<file path="config.mk">
export PLATFORM = sky130hd
export DESIGN_NAME = mem_master
export DESIGN_NICKNAME = d
export VERILOG_FILES = /design/src/rtl/mem_pkg.sv /design/src/rtl/mem_master.sv
export SDC_FILE = /design/constraint.sdc
export NUM_CORES = 1
export LEC_CHECK = 0
export BUFFER_PORTS_ARGS = -buffer_cell sky130_fd_sc_hd__buf_2
export CORE_AREA = 2 2 124 102
export DETAILED_ROUTE_END_ITERATION = 8
export DIE_AREA = 0 0 126 104
export GPL_TIMING_DRIVEN = 1
export SYNTH_ARGS = -nofsm -noshare
export SYNTH_HDL_FRONTEND = slang
export SYNTH_SLANG_ARGS = --single-unit
</file>
<file path="constraint.sdc">
create_clock -name clk -period 4.2 [get_ports clk]
set_input_delay 0.63 -clock clk [delete_from_list [all_inputs] [get_ports clk]]
set_output_delay 0.63 -clock clk [all_outputs]
set_load 0.005 [all_outputs]
</file>
<file path="src/rtl/mem_pkg.sv">
// Shared types and sizing for the byte-wide memory master.
package mem_pkg;

  localparam int MEM_ADDR_W     = 16;
  localparam int MEM_DATA_W     = 8;
  localparam int MEM_RD_LATENCY = 1;
  localparam int RSP_DATA_W     = 2 * MEM_DATA_W;

  typedef enum logic [2:0] {
    IDLE = 3'd0,
    LO   = 3'd1,
    HI   = 3'd2,
    WAIT = 3'd3,
    DONE = 3'd4
  } mem_state_t;

endpackage

</file>
<file path="src/rtl/mem_master.sv">
// Splits 8/16-bit core accesses into byte cycles on a synchronous-read memory.
//
// state | meaning
// IDLE  | ready for a request, strobes low
// LO    | low byte presented at addr
// HI    | high byte presented at addr+1 (wide only)
// WAIT  | read data from the last presented byte arrives
// DONE  | rsp_valid pulse, rsp_rdata valid
module mem_master
  import mem_pkg::*;
(
  input  logic                  clk,
  input  logic                  rst,
  input  logic                  req_valid,
  output logic                  req_ready,
  input  logic                  req_we,
  input  logic                  req_wide,
  input  logic [MEM_ADDR_W-1:0] req_addr,
  input  logic [RSP_DATA_W-1:0] req_wdata,
  output logic                  rsp_valid,
  output logic [RSP_DATA_W-1:0] rsp_rdata,
  output logic [MEM_ADDR_W-1:0] mem_addr,
  output logic [MEM_DATA_W-1:0] mem_wdata,
  output logic                  mem_rd,
  output logic                  mem_wr,
  input  logic [MEM_DATA_W-1:0] mem_rdata
);

  mem_state_t            state_q, state_d;
  logic [MEM_ADDR_W-1:0] addr_q;
  logic                  we_q, wide_q;
  logic [RSP_DATA_W-1:0] wdata_q;
  logic [MEM_DATA_W-1:0] lo_q;

  logic [MEM_ADDR_W-1:0] mem_addr_d;
  logic [MEM_DATA_W-1:0] mem_wdata_d;
  logic                  mem_rd_d, mem_wr_d;
  logic                  rsp_valid_d;
  logic [RSP_DATA_W-1:0] rsp_rdata_d;
  logic                  accept;

  assign req_ready = (state_q == IDLE);
  assign accept    = req_valid && req_ready;

  // Memory-side outputs are registered from the next state so they line up
  // with the state they belong to and hold their value between accesses.
  always_comb begin
    state_d     = state_q;
    mem_addr_d  = mem_addr;
    mem_wdata_d = mem_wdata;
    mem_rd_d    = 1'b0;
    mem_wr_d    = 1'b0;
    rsp_valid_d = 1'b0;
    rsp_rdata_d = rsp_rdata;
    case (state_q)
      IDLE: begin
        if (accept) begin
          state_d     = LO;
          mem_addr_d  = req_addr;
          mem_wdata_d = req_wdata[MEM_DATA_W-1:0];
          mem_rd_d    = !req_we;
          mem_wr_d    = req_we;
        end
      end
      LO: begin
        if (wide_q) begin
          state_d     = HI;
          mem_addr_d  = addr_q + MEM_ADDR_W'(1);
          mem_wdata_d = wdata_q[RSP_DATA_W-1:MEM_DATA_W];
          mem_rd_d    = !we_q;
          mem_wr_d    = we_q;
        end else if (we_q) begin
          state_d     = DONE;
          rsp_valid_d = 1'b1;
          rsp_rdata_d = '0;
        end else begin
          state_d = WAIT;
        end
      end
      HI: begin
        if (we_q) begin
          state_d     = DONE;
          rsp_valid_d = 1'b1;
          rsp_rdata_d = '0;
        end else begin
          state_d = WAIT;
        end
      end
      WAIT: begin
        state_d     = DONE;
        rsp_valid_d = 1'b1;
        rsp_rdata_d = wide_q ? {mem_rdata, lo_q} : {{MEM_DATA_W{1'b0}}, mem_rdata};
      end
      DONE:    state_d = IDLE;
      default: state_d = IDLE;
    endcase
  end

  always_ff @(posedge clk) begin
    if (rst) begin
      state_q   <= IDLE;
      addr_q    <= '0;
      we_q      <= 1'b0;
      wide_q    <= 1'b0;
      wdata_q   <= '0;
      lo_q      <= '0;
      mem_addr  <= '0;
      mem_wdata <= '0;
      mem_rd    <= 1'b0;
      mem_wr    <= 1'b0;
      rsp_valid <= 1'b0;
      rsp_rdata <= '0;
    end else begin
      state_q   <= state_d;
      mem_addr  <= mem_addr_d;
      mem_wdata <= mem_wdata_d;
      mem_rd    <= mem_rd_d;
      mem_wr    <= mem_wr_d;
      rsp_valid <= rsp_valid_d;
      rsp_rdata <= rsp_rdata_d;
      if (accept) begin
        addr_q  <= req_addr;
        we_q    <= req_we;
        wide_q  <= req_wide;
        wdata_q <= req_wdata;
      end
      // Low byte of a wide read lands while HI is presenting the high address.
      if (state_q == HI && !we_q)
        lo_q <= mem_rdata;
    end
  end

endmodule

</file>
==> summary by stage <==
Outcome
The run finished with clean final reports.

Timing
Dividing the final minimum period by the clock period gives 60.8%. The total count of max-transition violations in the final report is 0. The final number of setup-violating endpoints is 0. The hold violation count in the final report is 0. For the final routed database, the setup TNS stands at 0 ns.

On the final layout, the worst clock skew is 0.00605 ns. For the pin with the worst max-slew slack, the measured transition is 0.916 ns. Static timing analysis puts the maximum clock frequency at 0.392 GHz. The final worst setup slack is 1.65 ns. The final critical delay including setup and external delays is 2.55 ns.

Setup repair after global routing left no endpoint under its margin. The normalized max-slew margin is 38.5%.

Yosys
After synthesis the netlist holds a flip-flop and latch count of 80. The top cell type's share of synthesized area is 45.9%. Sequential elements use 45.9% of the synthesized area. After synthesis, the cell types taking the most area are dfxtp_1, nand2_1, a21oi_1.

The mapped netlist covers 3490 um2. The async set or reset register ratio after synthesis is 0%. The number of different library cells in the post-synthesis netlist is 45.

The average cell area after synthesis is 8.23 um2. The largest area contributor in the synthesized netlist is dfxtp_1. The synthesized instance count is 424. The most used flip-flop cell after synthesis is dfxtp_1. Counting every net in the synthesized netlist gives 470. The number of flops mapped to enable cells by yosys is 0. During synthesis, Yosys emitted a total of 0 warnings.

Clock tree
After clock tree synthesis, the clock-pin slew on the worst setup and hold paths is 0.06 ns. The H-tree depth reported by CTS is 3. The clock passes through at most 2 buffers.

The number of cells upsized or downsized after cts is 0. The number of clock buffers inserted by TritonCTS is 9. The TritonCTS clock tree is done.

The number of buffers added to fix hold violations after cts is 0. The number of setup buffers added after CTS is 0. The root buffer cell is clkbuf_16.

The worst-skew pair later-pin latency is 0.33 ns. The TritonCTS sink count is 80.

Power
The share of total power consumed by net switching is 28.6%. For this design the static power due to leakage is 1.73 nW. The internal portion of the total power is 1.49 mW. Power spread over the standard cell area amounts to 485 nW/um2. The switching power is 0.596 mW. Per report_power, the sequential group accounts for 42.6% of the total. The combinational fraction of design power is 16.9%. The clock power share is 40.5%. IR analysis of the VDD net gives a maximum drop of 0.191 mV.

Worst setup path
The setup path with the least slack is of type reg -> reg. The delay contributed by the slowest stage of the critical path is 0.77 ns. The kind of end point of the critical path is a flop.

The launching element type of the critical path is a flop. The signal arrival time at the worst endpoint is 2.74 ns. The largest individual stage delay along the critical path comes from the cell dfxtp_1. Data on the critical path is required at its endpoint by 4.38 ns. The signal on the critical path passes through and2_4 -> o21a_1 -> nand2_4 -> nand2_1 -> a21oi_1. The number of buffer and inverter instances along the worst setup path is 0. In this run the worst path has a maximum fanout of 26. Broken down by cell family, the worst path's largest delay share belongs to simple AND/OR/NAND/NOR gates.

Floorplanning
The effective utilization at floorplan is 29.4%. 89 I/O pins were placed. The die height is 104 um. The width of the chip is 126 um. The placement row count is 36.

The die covers 13100 um2. The region available for standard cell placement spans 11900 um2.

Detailed routing
The starting DRC count in detailed routing is 167. The wire length reported by the detailed router is 9240 um. Using the TritonRoute via totals, the vias-per-cell ratio works out to 4.80.

The final routed wire length divided by cell count is 14.1 um. In the routed design, unresolved DRC markers number 0. Detailed routing inserted a total of 3148 vias. The number of antenna-violating nets in the routed design is 0. Before antenna repair, the detailed router went through 5 iterations.

Global routing
The number of global-route vias before repair was 2975. In the global route stage, met1 resource usage came out at 17.3%. The met3 track demand over resource is 5.45%. The wire length of the first global-routing pass is 14700 um. After global routing the overflow that remains totals 0. The initial antenna violation count is 2. For met2 alone, demand over resource in global routing was 22.1%.

The overall track demand over capacity in global routing is 13.8%. The busiest layer in global routing is met2. The largest net degree at the start of global routing is 76.

Place
The final weighted congestion in routability-driven placement is 0.747. The total of buffers placed on input and output ports is 88. At the placement stage, the worst setup path has a slack of 1.59 ns.

The post-DP HPWL is 6270 um.

Final layout
The top cell types in the final layout, fill and taps aside, are nand2_1, buf_2, dfxtp_1. Cells with a size suffix above 1 make up 23.9% of the layout. The layout has 1276 filler cells. Leaving out fill and tap cells, the most frequent cell in the layout is nand2_1. From synthesis to final layout, the design area changed by 22.9%.

The number of nets in the finished design is 544.

Worst hold path
The class of the tightest hold or removal check is reg -> reg.

Job
The max-capacitance violation count is 0.
flip-flops by register name, summed over array words and instances, names as in the netlist:
name,flops
addr_q,16
mem_addr,16
rsp_rdata,16
lo_q,8
mem_wdata,8
wdata_q,8
state_q,3
mem_rd,1
mem_wr,1
rsp_valid,1
we_q,1
wide_q,1
final timing paths:
kind,slack (ns),to,cells past startpoint,from
hold / removal,0.45,mem_addr[4],2,mem_addr[4]
hold reg to reg,0.45,mem_addr[4],2,mem_addr[4]
setup / recovery,1.65,addr_q[2],5,wide_q
setup reg to reg,1.65,addr_q[2],5,wide_q
power by group through the flow:
stage	Combinational (mW)	Clock (mW)	Sequential, mW
floorplan	0.266	0	0.889
global placement	0.345	0	0.902
detailed placement	0.352	0	0.904
CTS	0.355	0.857	0.887
global route	0.395	0.898	0.897
finish	0.351	0.843	0.887
cells in the mapped netlist (2+ instances only):
cell type  count
xor2_1         9
nor2_1        50
xnor2_1        4
nor3_1         9
o21ai_0        4
nand2_1      105
a311oi_1      12
a21oi_1       51
a22oi_1        8
nor2b_1        3
nor2_4         2
inv_1          4
o211ai_1       3
buf_2         10
dfxtp_1       80
clkbuf_1       9
and2_4         2
a211o_1        3
nand3_1        2
nor4_2         2
mux2i_1        9
nand4_1        4
and4_1         2
buf_6          7
or3_1          5
a21o_1         3
o21ai_1        4
metrics by stage:
step | cells | hold WS (ns) | utilization (%) | area (um2) | power, mW
global route | 655 | 0.474 | 36.1 | 4290 | 2.19
CTS | 655 | 0.455 | 36.1 | 4290 | 2.10
detailed placement | 639 | 0.447 | 33.4 | 3970 | 1.26
finish | 656 | 0.454 | 36.1 | 4290 | 2.08
floorplan | 424 | 0.436 | - | 3490 | 1.16
global placement | 639 | 0.440 | 33.4 | 3970 | 1.25
tightest hold or removal path, stage by stage, from the launching register on:
cell	delay, ns
dfxtp_1	0.31
nand2_1	0.05
a21oi_1	0.05
layout make-up:
class                           count  area [um2]  share of cell area (%)
Clock inverter                      7        96.3                    2.25
Clock buffer                        9         225                    5.25
Tap cell                          152         190                    4.43
Antenna cell                        1        2.50                  0.0583
Multi-Input combinational cell    313        1700                    39.7
Sequential cell                    80        1600                    37.3
Timing Repair Buffer               90         455                    10.6
Inverter                            4        15.0                   0.350
cell families after synthesis:
kind of cell	count (synthesis)	synth area share, %
AO/OA/AOI/OAI	97	17.9
XOR/XNOR	13	3.26
adder cells (fa/ha/maj)	1	0.358
buffers and inverters	31	5.30
flip-flops	80	45.9
multiplexers	9	2.58
AND/OR/NAND/NOR	193	24.7
metal layers:
| layer | vias to the layer above | routed length [um] |
|---|---|---|
| met1 | 1481 | 4350 |
| met2 | 53 | 4200 |
| met3 | 13 | 575 |
| met5 | - | 11 |
| met4 | 2 | 101 |
| li1 | 1599 | - |
Power figures use the tool's default switching activity.
